--- config.mk ---
export PLATFORM = sky130hd
export DESIGN_NAME = nonce_sweep_scheduler
export DESIGN_NICKNAME = d
export VERILOG_FILES = /design/src/rtl/nonce_sweep_scheduler.sv
export SDC_FILE = /design/constraint.sdc
export NUM_CORES = 2
export LEC_CHECK = 0
export CORE_AREA = 2 2 364 366
export DETAILED_ROUTE_END_ITERATION = 6
export DIE_AREA = 0 0 366 368
export DONT_BUFFER_PORTS = 1
export RECOVER_POWER = 100
export SYNTH_ARGS = -nofsm -noshare
export SYNTH_HDL_FRONTEND = slang
export SYNTH_SLANG_ARGS = --single-unit
--- constraint.sdc ---
create_clock -name wb_clk_i -period 8.1 [get_ports wb_clk_i]
set_clock_uncertainty 0.05 [all_clocks]
set_input_delay 1.62 -clock wb_clk_i [delete_from_list [all_inputs] [get_ports wb_clk_i]]
set_output_delay 1.62 -clock wb_clk_i [all_outputs]
set_load 0.01 [all_outputs]
--- src/rtl/nonce_sweep_scheduler.sv ---
// Nonce sweep sequencer: issues a nonce range to the hash core, tracks in-flight work, compares
// results against the latched target and reports found / exhausted / aborted. Option: HIT_COUNT_EN.
module nonce_sweep_scheduler #(
   parameter int MAX_INFLIGHT = 4,
   parameter int NONCE_W      = 32
) (
   input  logic               wb_clk_i,
   input  logic               wb_rst_i,
   input  logic               start_i,
   input  logic               abort_i,
   input  logic [NONCE_W-1:0] nonce_start_i,
   input  logic [NONCE_W-1:0] nonce_end_i,
   input  logic [255:0]       target_i,
   output logic               req_valid_o,
   input  logic               req_ready_i,
   output logic [NONCE_W-1:0] req_nonce_o,
   input  logic               rsp_valid_i,
   input  logic [255:0]       rsp_hash_i,
   input  logic [NONCE_W-1:0] rsp_nonce_i,
   output logic               busy_o,
   output logic               done_o,
   output logic               found_o,
   output logic               exhausted_o,
   output logic [NONCE_W-1:0] golden_nonce_o,
   output logic [255:0]       golden_hash_o
`ifdef HIT_COUNT_EN
   ,
   output logic [15:0]        hit_count_o
`endif
);

   localparam int CNT_W = $clog2(MAX_INFLIGHT + 1);
   localparam int LANES = 8;
   localparam logic [NONCE_W:0] CURSOR_ONE = 1;
   localparam logic [CNT_W-1:0] CNT_ONE    = 1;
   localparam logic [CNT_W-1:0] CNT_MAX    = CNT_W'(MAX_INFLIGHT);

   typedef enum logic [1:0] {IDLE, RUN, DRAIN} state_t;

   state_t             state_reg, state_next;
   logic [NONCE_W:0]   cursor_reg, cursor_next;
   logic [NONCE_W-1:0] end_reg, end_next;
   logic [255:0]       target_reg, target_next;
   logic [CNT_W-1:0]   inflight_reg, inflight_next;
   logic               hit_seen_reg, hit_seen_next;
   logic               abort_seen_reg, abort_seen_next;
   logic               found_reg, found_next;
   logic               exhausted_reg, exhausted_next;
   logic               done_reg, done_next;
   logic [NONCE_W-1:0] golden_nonce_reg, golden_nonce_next;
   logic [255:0]       golden_hash_reg, golden_hash_next;

   logic [LANES-1:0]   lane_lt;
   logic [LANES-1:0]   lane_eq;
   logic               hash_le;
   logic               range_left;
   logic               issue;
   logic               rsp_take;
   logic               hit;
   logic               capture;

   // Split the 256-bit compare into 32-bit lanes so the magnitude chain stays shallow.
   genvar gi;
   generate
      for (gi = 0; gi < LANES; gi++) begin : g_lane
         assign lane_lt[gi] = rsp_hash_i[gi*32 +: 32] <  target_reg[gi*32 +: 32];
         assign lane_eq[gi] = rsp_hash_i[gi*32 +: 32] == target_reg[gi*32 +: 32];
      end
   endgenerate

   always_comb begin
      hash_le = 1'b1;
      for (int i = 0; i < LANES; i++) begin
         hash_le = lane_lt[i] | (lane_eq[i] & hash_le);
      end
   end

   assign range_left  = cursor_reg <= {1'b0, end_reg};
   assign req_valid_o = (state_reg == RUN) && range_left && (inflight_reg < CNT_MAX) && !hit_seen_reg;
   assign req_nonce_o = cursor_reg[NONCE_W-1:0];
   assign issue       = req_valid_o && req_ready_i;
   assign rsp_take    = rsp_valid_i && (inflight_reg != '0);
   assign hit         = rsp_take && hash_le;
   // Hits arriving after an abort belong to a sweep that will report no result.
   assign capture     = hit && !hit_seen_reg && !abort_seen_reg;

   assign busy_o         = state_reg != IDLE;
   assign done_o         = done_reg;
   assign found_o        = found_reg;
   assign exhausted_o    = exhausted_reg;
   assign golden_nonce_o = golden_nonce_reg;
   assign golden_hash_o  = golden_hash_reg;

   always_comb begin
      state_next        = state_reg;
      cursor_next       = cursor_reg;
      end_next          = end_reg;
      target_next       = target_reg;
      inflight_next     = inflight_reg;
      hit_seen_next     = hit_seen_reg;
      abort_seen_next   = abort_seen_reg;
      found_next        = found_reg;
      exhausted_next    = exhausted_reg;
      done_next         = 1'b0;
      golden_nonce_next = golden_nonce_reg;
      golden_hash_next  = golden_hash_reg;

      case ({issue, rsp_take})
         2'b10:   inflight_next = inflight_reg + CNT_ONE;
         2'b01:   inflight_next = inflight_reg - CNT_ONE;
         default: inflight_next = inflight_reg;
      endcase

      if (issue) begin
         cursor_next = cursor_reg + CURSOR_ONE;
      end

      if (capture) begin
         hit_seen_next     = 1'b1;
         golden_nonce_next = rsp_nonce_i;
         golden_hash_next  = rsp_hash_i;
      end

      case (state_reg)
         IDLE: begin
            if (start_i) begin
               end_next          = nonce_end_i;
               target_next       = target_i;
               cursor_next       = {1'b0, nonce_start_i};
               hit_seen_next     = 1'b0;
               abort_seen_next   = 1'b0;
               found_next        = 1'b0;
               exhausted_next    = 1'b0;
               golden_nonce_next = '0;
               golden_hash_next  = '0;
               state_next        = (nonce_start_i > nonce_end_i) ? DRAIN : RUN;
            end
         end
         RUN: begin
            if (abort_i) begin
               abort_seen_next = 1'b1;
            end
            // The extra cursor bit lets an all-ones end terminate without wrapping.
            if (hit || abort_i || (cursor_next > {1'b0, end_reg})) begin
               state_next = DRAIN;
            end
         end
         DRAIN: begin
            if (inflight_next == '0) begin
               state_next     = IDLE;
               done_next      = 1'b1;
               found_next     = hit_seen_next;
               exhausted_next = !hit_seen_next && !abort_seen_reg;
            end
         end
         default: state_next = IDLE;
      endcase
   end

   always_ff @(posedge wb_clk_i) begin
      if (wb_rst_i) begin
         state_reg        <= IDLE;
         cursor_reg       <= '0;
         end_reg          <= '0;
         target_reg       <= '0;
         inflight_reg     <= '0;
         hit_seen_reg     <= 1'b0;
         abort_seen_reg   <= 1'b0;
         found_reg        <= 1'b0;
         exhausted_reg    <= 1'b0;
         done_reg         <= 1'b0;
         golden_nonce_reg <= '0;
         golden_hash_reg  <= '0;
      end else begin
         state_reg        <= state_next;
         cursor_reg       <= cursor_next;
         end_reg          <= end_next;
         target_reg       <= target_next;
         inflight_reg     <= inflight_next;
         hit_seen_reg     <= hit_seen_next;
         abort_seen_reg   <= abort_seen_next;
         found_reg        <= found_next;
         exhausted_reg    <= exhausted_next;
         done_reg         <= done_next;
         golden_nonce_reg <= golden_nonce_next;
         golden_hash_reg  <= golden_hash_next;
      end
   end

`ifdef HIT_COUNT_EN
   logic [15:0] hit_count_reg, hit_count_next;

   always_comb begin
      hit_count_next = hit_count_reg;
      if (hit && (hit_count_reg != 16'hFFFF)) begin
         hit_count_next = hit_count_reg + 16'd1;
      end
      if ((state_reg == IDLE) && start_i) begin
         hit_count_next = '0;
      end
   end

   always_ff @(posedge wb_clk_i) begin
      if (wb_rst_i) begin
         hit_count_reg <= '0;
      end else begin
         hit_count_reg <= hit_count_next;
      end
   end

   assign hit_count_o = hit_count_reg;
`endif

endmodule

==> flow_summary.ini <==
[worst_setup_path]
cp.arrival_ns = 7.08
cp_max_fo = 106
critPathMaxStageDelay_ns = 1.38
crit_top_cell = a221o_1
path_class = primary input to flop
crit_chain = ha_1, a21o_1, a221o_1, a221oi_1, o31ai_1, a221o_1, o21ai_0, o32ai_1, a211oi_4, clkbuf_1, clkbuf_4, mux2i_1
slowest_stage = clkbuf_4
required_ns = 8.50
start_kind = primary input
endpoint_kind = flop

[timing]
fmax_mhz = 149.7
post-route-period-util_pct = 82.48
setup_tns_ns = 0
rsz0062_at_grt = false
period_minus_slack_ns = 6.681
setup_viol = 0
finalHoldViolCount = 0
drv_slew = 284
slew_headroom_pct = -121.5
worst_pin_slew_ns = 3.323

[logic_synthesis]
yosys.area_share.simple_pct = 19.72
synth_top_area_share_pct = 38.11
yosys.area.top_type = dfxtp_1
synthTopCellsByCount = nand2_1 (1,216), dfxtp_1 (619), a21oi_1 (402)
synth_edf_count = 0
syn_nets = 5042
syn-mean-instance-area_um2 = 7.983
async_flop_share_pct = 0
ys.warnings.count = 0
synth_mux_area_share_pct = 8.901
ys_ff_latch = 619
syn_inst = 4073
yosys.area_share.adder_pct = 13.68
synth-xor-area-share_pct = 0.9428
seq_area_frac_synth_pct = 38.11
synth.cell_area_um2 = 32510
ys_top_cells_by_area = dfxtp_1 (38%), nand2_1 (14%), ha_1 (14%)
synth_top_family_by_area = simple AND/OR/NAND/NOR gates
synth.distinct_cells = 63
synth.most_common_cell = nand2_1
synth_ff_type = dfxtp_1
synth_compound_area_share_pct = 11.12

[floorplan]
die-area_um2 = 134700
core_um2 = 130800
dieWidth_um = 366
die_y_um = 368
initial_utilization_pct = 24.86
io_pins = 939
num_rows = 133

[final_layout]
drive_above_1_share_pct = 3.758
nets = 4903
num-fill-cells = 14200
syn_to_final_growth_pct = 12.30
fin_cells = 5782

[detailed_routing]
drc = 0
via_per_inst = 4.756
wl_per_cell_um = 21.49
drt_pass1_iterations = 5
drt-total-wl_um = 124200
ant_nets = 1
drt_iter0_drc = 2071
routed-via-count = 27500

[power]
p_clk_share_pct = 39.7
p_sw_share_pct = 32.83
p_leak_nw = 13.54
combPwrFrac_pct = 21.1
p_int_mw = 6.046
power.total_mw = 9.001
p_per_area_nw_per_um2 = 246.5
ir_worst_vdd_v = 0.0001456
switchingPower_mw = 2.956
seq_power_share_pct = 39.2

[status]
status = finished, violations left
violations = antenna violations, max-capacitance violations, max-slew violations

[placement]
dpl.cell_count = 5612
dp_hpwl_um = 97670
portBuffers = 0
gp_congestion = 0.9322

[global_routing]
antenna_found_initial = 41
grt_pass1_wl_um = 176900
gr-usage-all-layers_pct = 17.61
grt_max_degree = 330
grt_overflow = 0
grt_pass1_vias = 26440

[clock_tree]
cts_tree = yes
numCtsBuffers = 75
clockBufferDepth = 3
insertion_delay_ns = 0.69
holdBufCountCts = 0
root_buffer = clkbuf_16
cts_setup_buffers = 0
post_cts_resized = 0
clock-sinks = 619
clkTransAtPathRegs_ns = 0.06
h-tree-depth = 3

[min_path]
min_path_type = flop to flop

[run]
drv_cap = 4
cell type report:
type	count	area [um2]	share of cell area, %
tap	1755	2196	6.014
clock inverter	32	460.4	1.261
clock buffer	102	2150	5.887
timing repair buffer	26	227.7	0.6237
sequential	619	12390	33.94
inverter	342	1284	3.516
antenna	36	90.09	0.2467
multi-input combinational	2870	17710	48.51
per-layer routing:
metal | vias to the layer above | wire, um | global-route usage (%) | share of wire [%]
met2 | 1018 | 56350 | 28.11 | 45
met3 | 235 | 12690 | 7.001 | 10
met1 | 12920 | 50110 | 20.78 | 40
li1 | 13300 | - | - | -
met4 | 26 | 4900 | 7.827 | 3.9
met5 | - | 176 | 0 | 0.14
cell families after synthesis:
group	count (synthesis)
compound gates	621
xor+xnor	35
fa+ha+maj	355
buf+inv	584
flops	619
mux	289
simple gates	1570
worst max-delay path: cells and delay by family:
family,cells,cell delay [ns]
muxes,1,0.29
buffers and inverters,2,1.68
adders and majority gates,1,0.30
AOI/OAI and AO/OA,8,2.78
per-stage QoR:
stage	area [um2]	setup WS [ns]	hold slack, ns	utilization (%)
2_1_floorplan	32510	2.955	0.3863	-
3_3_place_gp	33850	1.756	0.3890	25.88
3_5_place_dp	33870	1.737	0.3949	25.89
4_1_cts	36480	2.230	0.4032	27.89
5_1_grt	36470	0.9396	0.4166	27.88
6_report	36510	1.419	0.4023	27.92
layout by cell type, fill, tap and decap left out, types with 10 or more instances in the layout:
cell,n
clkbuf_1,16
mux2i_1,288
o21ai_0,51
and2_1,12
o2111ai_1,17
xnor2_1,27
o211ai_1,21
nor2b_1,12
and3_1,15
nor4_1,15
clkbuf_8,15
ha_1,354
nand2b_1,10
a21oi_1,402
inv_1,342
dfxtp_1,619
buf_4,14
a211oi_1,19
nand3_1,54
nand2_1,1216
nor3_1,39
a21o_1,39
nor2_1,111
nand4_1,60
diode_2,36
clkbuf_16,76
path summary, 6_finish.rpt:
check / from / end / slack, ns / depth (start not counted)
worst max register to register: cursor_reg[2] / state_reg[0] / 1.64 / 20
worst max-delay path: rsp_hash_i[153] / golden_nonce_o[25] / 1.42 / 12
worst min register to register: target_reg[148] / target_reg[148] / 0.40 / 2
worst min-delay path: target_reg[148] / target_reg[148] / 0.40 / 2
power groups by stage:
| stage | combinational (mW) | sequential (mW) | clock (mW) |
|---|---|---|---|
| after CTS | 1.90 | 3.53 | 3.67 |
| after floorplan | 1.50 | 3.49 | 0 |
| after detailed placement | 1.89 | 3.59 | 0 |
| after global placement | 1.85 | 3.59 | 0 |
| after global routing | 2.16 | 3.56 | 3.78 |
| final | 1.90 | 3.53 | 3.57 |
Power figures use the tool's default switching activity.
